File: config.mk
export PLATFORM = sky130hd
export DESIGN_NAME = prbs_chk_lfsr
export DESIGN_NICKNAME = d
export VERILOG_FILES = /design/src/rtl/prbs_pkg.sv /design/src/rtl/prbs_chk_lfsr.sv
export SDC_FILE = /design/constraint.sdc
export NUM_CORES = 1
export LEC_CHECK = 0
export CORE_AREA = 2 2 39 41
export CTS_CLUSTER_DIAMETER = 40
export DETAILED_ROUTE_END_ITERATION = 8
export DIE_AREA = 0 0 41 43
export GPL_TIMING_DRIVEN = 0
export PLACE_DENSITY = 0.3
export SLEW_MARGIN = 20
export SYNTH_ARGS = -nofsm -noshare
export SYNTH_HDL_FRONTEND = slang
export SYNTH_SLANG_ARGS = --single-unit
File: constraint.sdc
create_clock -name clk -period 2.55 [get_ports clk]
set_input_delay 0.51 -clock clk [delete_from_list [all_inputs] [get_ports clk]]
set_output_delay 0.51 -clock clk [all_outputs]
set_load 0.01 [all_outputs]
File: src/rtl/prbs_pkg.sv
// Shared definitions for the 4-bit PRBS generator/checker pair: checker state
// encoding, default polynomial and lock/loss thresholds.
package prbs_pkg;

    typedef enum logic {
        HUNT   = 1'b0,
        LOCKED = 1'b1
    } state_t;

    // x^4 + x^3 + 1: next bit = sr[3] ^ sr[2]
    localparam int                PRBS_N    = 4;
    localparam logic [PRBS_N-1:0] PRBS_TAPS = 4'b1100;

    localparam int PRBS_LOCK_CNT = 8;
    localparam int PRBS_WIN      = 16;
    localparam int PRBS_LOSS_ERR = 4;
    localparam int PRBS_ERR_W    = 16;

endpackage

File: src/rtl/prbs_chk_lfsr.sv
// Local shift register of the PRBS checker: loads received bits while hunting
// and free-runs on its own prediction once locked.
module prbs_chk_lfsr
    import prbs_pkg::*;
#(
    parameter int          N    = PRBS_N,
    parameter logic [N-1:0] TAPS = PRBS_TAPS
) (
    input  logic clk,
    input  logic rst,
    input  logic shift_en,
    input  logic use_pred,
    input  logic in_bit,
    output logic pred,
    output logic sr_zero
);

    logic [N-1:0] sr;
    logic         x;

    assign pred    = ^(sr & TAPS);
    assign x       = use_pred ? pred : in_bit;
    assign sr_zero = (sr == '0);

    always_ff @(posedge clk) begin
        if (rst) begin
            sr <= '0;
        end else if (shift_en) begin
            sr <= {sr[N-2:0], x};
        end
    end

endmodule

-- Yosys cells after proc, flatten, opt, wreduce, memory -nomap -nowiden
Cells that the tools add are included.
- flip-flop bits (word level): 4
- input bits: 5
- word-level logic and storage cells: 4
- muxes and demuxes: 1
- reductions and logical operators: 2
- operators by type and width (operator ; count):
    $logic_not 4->1 ; 1
    $reduce_xor 4->1 ; 1
    $mux 1 ; 1

-- Depth between registers and ports, before layout
Gate-level depths: netlist of run 1.
- word-level depth: 2
- mapped depth: 4
- mapped depth without buffers: 4

-- Least setup slack after synthesis of run 1
OpenSTA, ideal clock, no wires.
- kind: flip-flop to output port
- start: register sr[2]
- end: output sr_zero
- arrival: 0.781 ns
- data required time: 2.040 ns
- path slack: 1.259 ns
- stages on the path, launching flop included: 4
- path buffers: 0
- cells stage by stage: dfxtp_1 > inv_1 > ha_1 > nor3b_1
- longest elaborated chain between the ends: 1
- RTL lines (item ; line ; RTL):
    start: declaration ; prbs_chk_lfsr.sv:18 ; logic [N-1:0] sr;
    start signal: assignment ; prbs_chk_lfsr.sv:29 ; sr <= {sr[N-2:0], x};
    $logic_not 4->1 ; prbs_chk_lfsr.sv:23 ; assign sr_zero = (sr == '0);
    end: declaration ; prbs_chk_lfsr.sv:15 ; output logic sr_zero
No other way between the ends.

-- Final worst setup path of run 1
Same ends and word-level chain as after synthesis.

==> flow_metrics.py, run 1 <==
metrics = {
    "power": {
        "p_sw_mw": 0.0314,
        "power_frac_comb_pct": 12.9,
        "seqPwrFrac_pct": 41.1,
        "swShare_pct": 19.4,
        "leakagePower_nw": 0.112,
        "p_int_mw": 0.131,
        "clkPwrFrac_pct": 46.0,
        "irDropWorstVdd_mv": 0.134,
        "p_per_area_nw_per_um2": 576,
    },
    "layout": {
        "seq_area_um2": 80.1,
        "layout.nets": 34,
        "area_delta_synth_final_pct": 49.0,
        "final_cells": 42,
        "antenna_cells": 0,
        "reg_top3": "sr x4",
        "fillers": 157,
        "multi_input_area_um2": 90.1,
        "regMostFlops": "sr",
        "largest_register_ffs": 4,
        "layout-drive-gt1-share_pct": 23.1,
    },
    "clock_tree": {
        "hold_buffers": 0,
        "path_clk_slew_ps": 30,
        "cts_resized": 0,
        "post_cts_buffers": 0,
        "cts_tree": "done",
        "clock_path_buffers": 2,
        "cts.sinks": 4,
        "htreeDepth": 1,
        "worstSkewPairLatency_ps": 230,
        "root_buffer": "clkbuf_4",
        "cts_buffers": 3,
    },
    "setup_path": {
        "setup.worst_path.end_class": "primary output",
        "critPathKind": "flip-flop to primary output",
        "reg2reg_to": "sr[0]",
        "r2r_cells": 4,
        "cp_data_arrival_time_ps": 1460,
        "start_kind": "flip-flop",
        "r2r_slack_ps": 1460,
        "crit_path_max_fanout": 3,
        "r2r_start": "sr[2]",
        "critPathRequiredTime_ps": 2040,
    },
    "logic_synthesis": {
        "synth_seq_area_share_pct": 42.4,
        "synth-seq-cells": 4,
        "post_synth_num_cell_types": 9,
        "syn-num-nets": 24,
        "synth_area_per_cell_um2": 10.5,
        "yosysTopAreaCell": "dfxtp_1",
        "synthesis.area_um2": 189,
        "synth_top_area_share_pct": 42.4,
        "syn_inst": 18,
        "yosys-top-cells-area": "dfxtp_1 42%, mux2i_1 21%, a211oi_2 6.6%",
        "synth-warning-count": 0,
    },
    "global_routing": {
        "grt_util_met2_pct": 6.25,
        "first_global_vias": 154,
        "grt_max_degree": 6,
        "grt.total_usage_pct": 4.52,
        "grt_use_met3_pct": 1.57,
        "grt_pass1_wl_um": 489,
        "use_met1_pct": 4.19,
        "antenna_found_initial": 0,
        "overflow": 0,
        "grt-busiest-layer": "met2",
    },
    "timing": {
        "setup_tns_ps": 0,
        "rsz0062_at_grt": "no",
        "relSlewSlack_pct": 87.5,
        "slew_violations": 0,
        "finalHoldViolations": 0,
        "clock_skew_ps": 1.33,
        "fmax_mhz": 508,
        "finalCritPeriodShare_pct": 77.3,
        "fin_crit_ps": 1970,
        "tightest_slew_ps": 183,
        "final-setup-viol-count": 0,
    },
    "detailed_routing": {
        "drtAntennaViolNets": 0,
        "dr.first_iter.drc_count": 0,
        "drt-pass1-iter-count": 1,
        "num_vias": 148,
        "post_drt_wl_per_cell_um": 7.74,
        "vias_per_cell": 3.52,
        "routed_wl_um": 325,
        "drc": 0,
    },
    "run": {
        "max_cap_violations": 0,
    },
    "floorplan": {
        "dieHeight_um": 43,
        "pin_count": 7,
        "die_w_um": 41,
        "fp.coreArea_um2": 1380,
        "die_area_um2": 1760,
        "placementRows": 14,
        "initial_core_util_pct": 13.7,
    },
    "status": {
        "status": "finished clean",
    },
    "min_path": {
        "hp-class": "primary input to flip-flop",
        "holdCritStartpoint": "shift_en",
        "holdPathEnd": "sr[0]",
        "hold_depth": 2,
    },
    "placed_design": {
        "place.gp.congestion": 0.578,
        "dp_hpwl_um": 277,
        "port_buffers": 5,
        "placedCellCount": 39,
    },
}
power groups by stage:
stage | registers (mW) | logic, mW | clock network, mW
6_report | 0.0666 | 0.0209 | 0.0746
5_1_grt | 0.0669 | 0.0229 | 0.0803
4_1_cts | 0.0667 | 0.0216 | 0.0796
3_5_place_dp | 0.0676 | 0.0215 | 0
3_3_place_gp | 0.0677 | 0.0212 | 0
2_1_floorplan | 0.0672 | 0.0108 | 0
layer usage:
| layer | up-vias | share of wire, % |
|---|---|---|
| met3 | 0 | 12 |
| met4 | 0 | 0 |
| met2 | 6 | 48 |
| met1 | 66 | 41 |
| li1 | 76 | - |
| met5 | - | 0 |
how the worst max path moves through the flow:
stage / startpoint / to / slack (ps) / cells after the start
after global routing: sr[2] / sr_zero / 480 / 4
after floorplan: sr[2] / sr_zero / 1260 / 3
after detailed placement: sr[2] / sr_zero / 810 / 4
after global placement: sr[2] / sr_zero / 800 / 4
after CTS: sr[2] / sr_zero / 550 / 4
final: sr[2] / sr_zero / 580 / 4
placed cells by master, fill, tap and decap left out:
master,n
nor2_1,3
ha_1,1
clkdlybuf4s50_1,5
mux2i_1,4
nor3b_1,1
inv_1,2
buf_6,1
nor2_2,1
a211oi_2,1
dfxtp_1,4
clkbuf_4,3
layout make-up:
| type | instances | share of cell area, % |
|---|---|---|
| multi-input combinational | 11 | 32.0 |
| tap | 16 | 7.11 |
| clock buffer | 3 | 8.00 |
| sequential | 4 | 28.4 |
| buffer | 1 | 4.00 |
| inverter | 2 | 2.67 |
| timing repair buffer | 5 | 17.8 |
Yosys cell counts (all sizes together):
cell type	number
dfxtp	4
mux2i	4
nor2	4
inv	2
a211oi	1
buf	1
ha	1
nor3b	1
logic make-up after synthesis:
| kind of cell | count (synthesis) | share of synthesized area (%) |
|---|---|---|
| AO/OA/AOI/OAI | 1 | 6.62 |
| adder cells (fa/ha/maj) | 1 | 6.62 |
| buffers and inverters | 3 | 9.93 |
| flip-flops | 4 | 42.4 |
| multiplexers | 4 | 21.2 |
| AND/OR/NAND/NOR | 5 | 13.2 |
stage by stage:
stage / setup WS [ps] / utilization (%) / power, mW / hold slack, ps / area (um^2)
after CTS: 550 / 20.3 / 0.168 / 484 / 282
after global placement: 804 / 18.7 / 0.0889 / 488 / 259
after detailed placement: 806 / 18.7 / 0.0891 / 490 / 259
final: 580 / 20.3 / 0.162 / 493 / 282
after floorplan: 1260 / - / 0.0781 / 460 / 189
after global routing: 476 / 20.3 / 0.170 / 491 / 282
critical path: stages (launching register included):
cell	delay, ps
dfxtp_1	310
inv_1	50
ha_1	120
nor3b_1	180
clkdlybuf4s50_1	570
Note: power is estimated with default switching activity, not from simulation.
==> inputs of run 2 (changes only) <==
--- a/config.mk
+++ b/config.mk
@@ -10,7 +10,7 @@
 export DETAILED_ROUTE_END_ITERATION = 8
 export DIE_AREA = 0 0 41 43
 export GPL_TIMING_DRIVEN = 0
-export PLACE_DENSITY = 0.3
+export PLACE_DENSITY = 0.31
 export SLEW_MARGIN = 20
 export SYNTH_ARGS = -nofsm -noshare
 export SYNTH_HDL_FRONTEND = slang
==> constraint.sdc (replaced) <==
create_clock -name clk -period 1.63 [get_ports clk]
set_input_delay 0.326 -clock clk [delete_from_list [all_inputs] [get_ports clk]]
set_output_delay 0.326 -clock clk [all_outputs]
set_load 0.01 [all_outputs]
==> run 2 against run 1 <==
Net effect:
- sequential share of layout area grew 0.26 points
- via count decreased by 2.0%
- worst hold slack lost 190 ps
- largest power group unchanged
==> flow_metrics.py, run 2 (synthesized netlist as in run 1, its figures left out) <==
metrics = {
    "global_routing": {
        "grt_pass1_wl_um": 572,
        "grt_max_degree": 6,
        "first_global_vias": 163,
        "antenna_found_initial": 0,
        "overflow": 0,
        "grt.total_usage_pct": 5.72,
    },
    "layout": {
        "largest_register_ffs": 4,
        "antenna_cells": 0,
        "multi_input_area_um2": 90.1,
        "regMostFlops": "sr",
        "area_delta_synth_final_pct": 47.7,
        "reg_top3": "sr x4",
        "layout-drive-gt1-share_pct": 23.1,
        "layout.nets": 34,
        "seq_area_um2": 80.1,
        "final_cell_mix": "4 x mux2i_1, 4 x dfxtp_1, 3 x nor2_1, 3 x clkbuf_4, 3 x clkdlybuf4s50_1",
        "fillers": 161,
    },
    "timing": {
        "fmax_mhz": 651,
        "slew_violations": 0,
        "fin_crit_ps": 1540,
        "clock_skew_ps": 1.25,
        "finalHoldViolations": 0,
        "final-setup-viol-count": 0,
        "relSlewSlack_pct": 88.8,
        "worst_slack_ps": 93.9,
        "tightest_slew_ps": 163,
        "setup_tns_ps": 0,
        "finalCritPeriodShare_pct": 94.2,
        "rsz0062_at_grt": "no",
    },
    "setup_path": {
        "crit_path_max_fanout": 3,
        "critPathRequiredTime_ps": 1300,
        "crit_path_end": "pred",
        "crit_start": "sr[2]",
        "r2r_cells": 4,
        "critPathKind": "flip-flop to primary output",
        "cp_data_arrival_time_ps": 1210,
        "r2r_start": "sr[2]",
        "setup.worst_path.end_class": "primary output",
        "start_kind": "flip-flop",
        "r2r_slack_ps": 560,
        "reg2reg_to": "sr[0]",
    },
    "detailed_routing": {
        "drt-pass1-iter-count": 1,
        "post_drt_wl_per_cell_um": 8.00,
        "top_layer_used": "met4",
        "dr.first_iter.drc_count": 0,
        "routed_wl_um": 336,
        "dr_wl_met2_um": 178,
        "drt-met1-wl_um": 112,
        "drtAntennaViolNets": 0,
        "drc": 0,
        "wl_met3_um": 37,
        "vias_per_cell": 3.45,
        "num_vias": 145,
    },
    "floorplan": {
        "initial_core_util_pct": 13.7,
        "fp.coreArea_um2": 1380,
        "dieHeight_um": 43,
        "placementRows": 14,
        "pin_count": 7,
        "die_area_um2": 1760,
        "die_w_um": 41,
    },
    "power": {
        "finalPower_mw": 0.254,
        "swShare_pct": 20.3,
        "p_int_mw": 0.203,
        "power_frac_comb_pct": 11.8,
        "p_sw_mw": 0.0517,
        "irDropWorstVdd_mv": 0.218,
        "seqPwrFrac_pct": 41.0,
        "clkPwrFrac_pct": 47.2,
        "leakagePower_nw": 0.117,
        "p_per_area_nw_per_um2": 911,
    },
    "run": {
        "max_cap_violations": 0,
    },
    "clock_tree": {
        "root_buffer": "clkbuf_4",
        "htreeDepth": 1,
        "cts_tree": "done",
        "worstSkewPairLatency_ps": 230,
        "hold_buffers": 0,
        "cts_buffers": 3,
        "path_clk_slew_ps": 40,
        "cts.sinks": 4,
        "clock_path_buffers": 2,
    },
    "placed_design": {
        "place.gp.congestion": 0.582,
        "dp_hpwl_um": 266,
        "pre_cts_slack_ps": 87.0,
        "port_buffers": 5,
    },
    "min_path": {
        "hp-class": "primary input to flip-flop",
    },
    "status": {
        "status": "finished clean",
    },
}
[run 2: cell types whose count changed in the layout (fill, tap and decap cells not counted)]
cell / delta
dlygate4sd2_1: +2
clkdlybuf4s50_1: -2
[run 2: worst max-delay path, cell delays in order, from the launching register on]
cell	delay, ps
dfxtp_1	340
inv_1	50
ha_1	300
dlygate4sd2_1	290
[run 2: per-layer routing]
metal,track usage [%],vias to the layer above
met3,3.14,2
met4,10.0,0
met1,3.53,63
met2,7.81,5
met5,0,-
li1,-,75
[run 2: worst min path at each step]
stage                        start  endpoint  slack (ps)  cells after the start
final                     shift_en     sr[0]         300                      2
after CTS                 shift_en     sr[0]         300                      2
after global routing      shift_en     sr[0]         310                      2
after global placement       sr[3]     sr[3]         480                      2
after floorplan                rst     sr[0]         390                      1
after detailed placement     sr[3]     sr[3]         490                      2
[run 2: timing repair]
action                                  4_1_cts  5_1_grt
buffers inserted                              0        0
endpoints found under the setup margin        2        0
resized for setup                             2        0
[run 2: final cells by class]
type	instances	area share [%]
inverter	2	2.69
multi-input combinational	11	32.3
buffer	1	4.04
timing repair buffer	5	17.0
tap	16	7.17
clock buffer	3	8.07
sequential	4	28.7
[run 2: power by group through the flow]
| stage | sequential (mW) | clock [mW] | combinational [mW] |
|---|---|---|---|
| after CTS | 0.104 | 0.129 | 0.0308 |
| after global routing | 0.105 | 0.131 | 0.0342 |
| after floorplan | 0.105 | 0 | 0.0170 |
| after global placement | 0.106 | 0 | 0.0330 |
| final | 0.104 | 0.120 | 0.0301 |
| after detailed placement | 0.106 | 0 | 0.0330 |
[run 2: metrics by stage]
stage | hold WS (ps) | instance area, um^2 | instances | util (%)
final | 305 | 279 | 42 | 20.2
after detailed placement | 487 | 259 | 39 | 18.7
after floorplan | 391 | 189 | 18 | -
after CTS | 297 | 279 | 42 | 20.2
after global routing | 307 | 279 | 42 | 20.2
after global placement | 480 | 259 | 39 | 18.7
==> inputs of run 3 (changes only) <==
--- a/config.mk
+++ b/config.mk
@@ -5,12 +5,14 @@
 export SDC_FILE = /design/constraint.sdc
 export NUM_CORES = 1
 export LEC_CHECK = 0
+export ABC_CLOCK_PERIOD_IN_PS = 1630
 export CORE_AREA = 2 2 39 41
 export CTS_CLUSTER_DIAMETER = 40
 export DETAILED_ROUTE_END_ITERATION = 8
 export DIE_AREA = 0 0 41 43
 export GPL_TIMING_DRIVEN = 0
 export PLACE_DENSITY = 0.31
+export SKIP_LAST_GASP = 1
 export SLEW_MARGIN = 20
 export SYNTH_ARGS = -nofsm -noshare
 export SYNTH_HDL_FRONTEND = slang
==> results of run 3 <==
Final layout, timing and power as in run 2 (identical DEF).
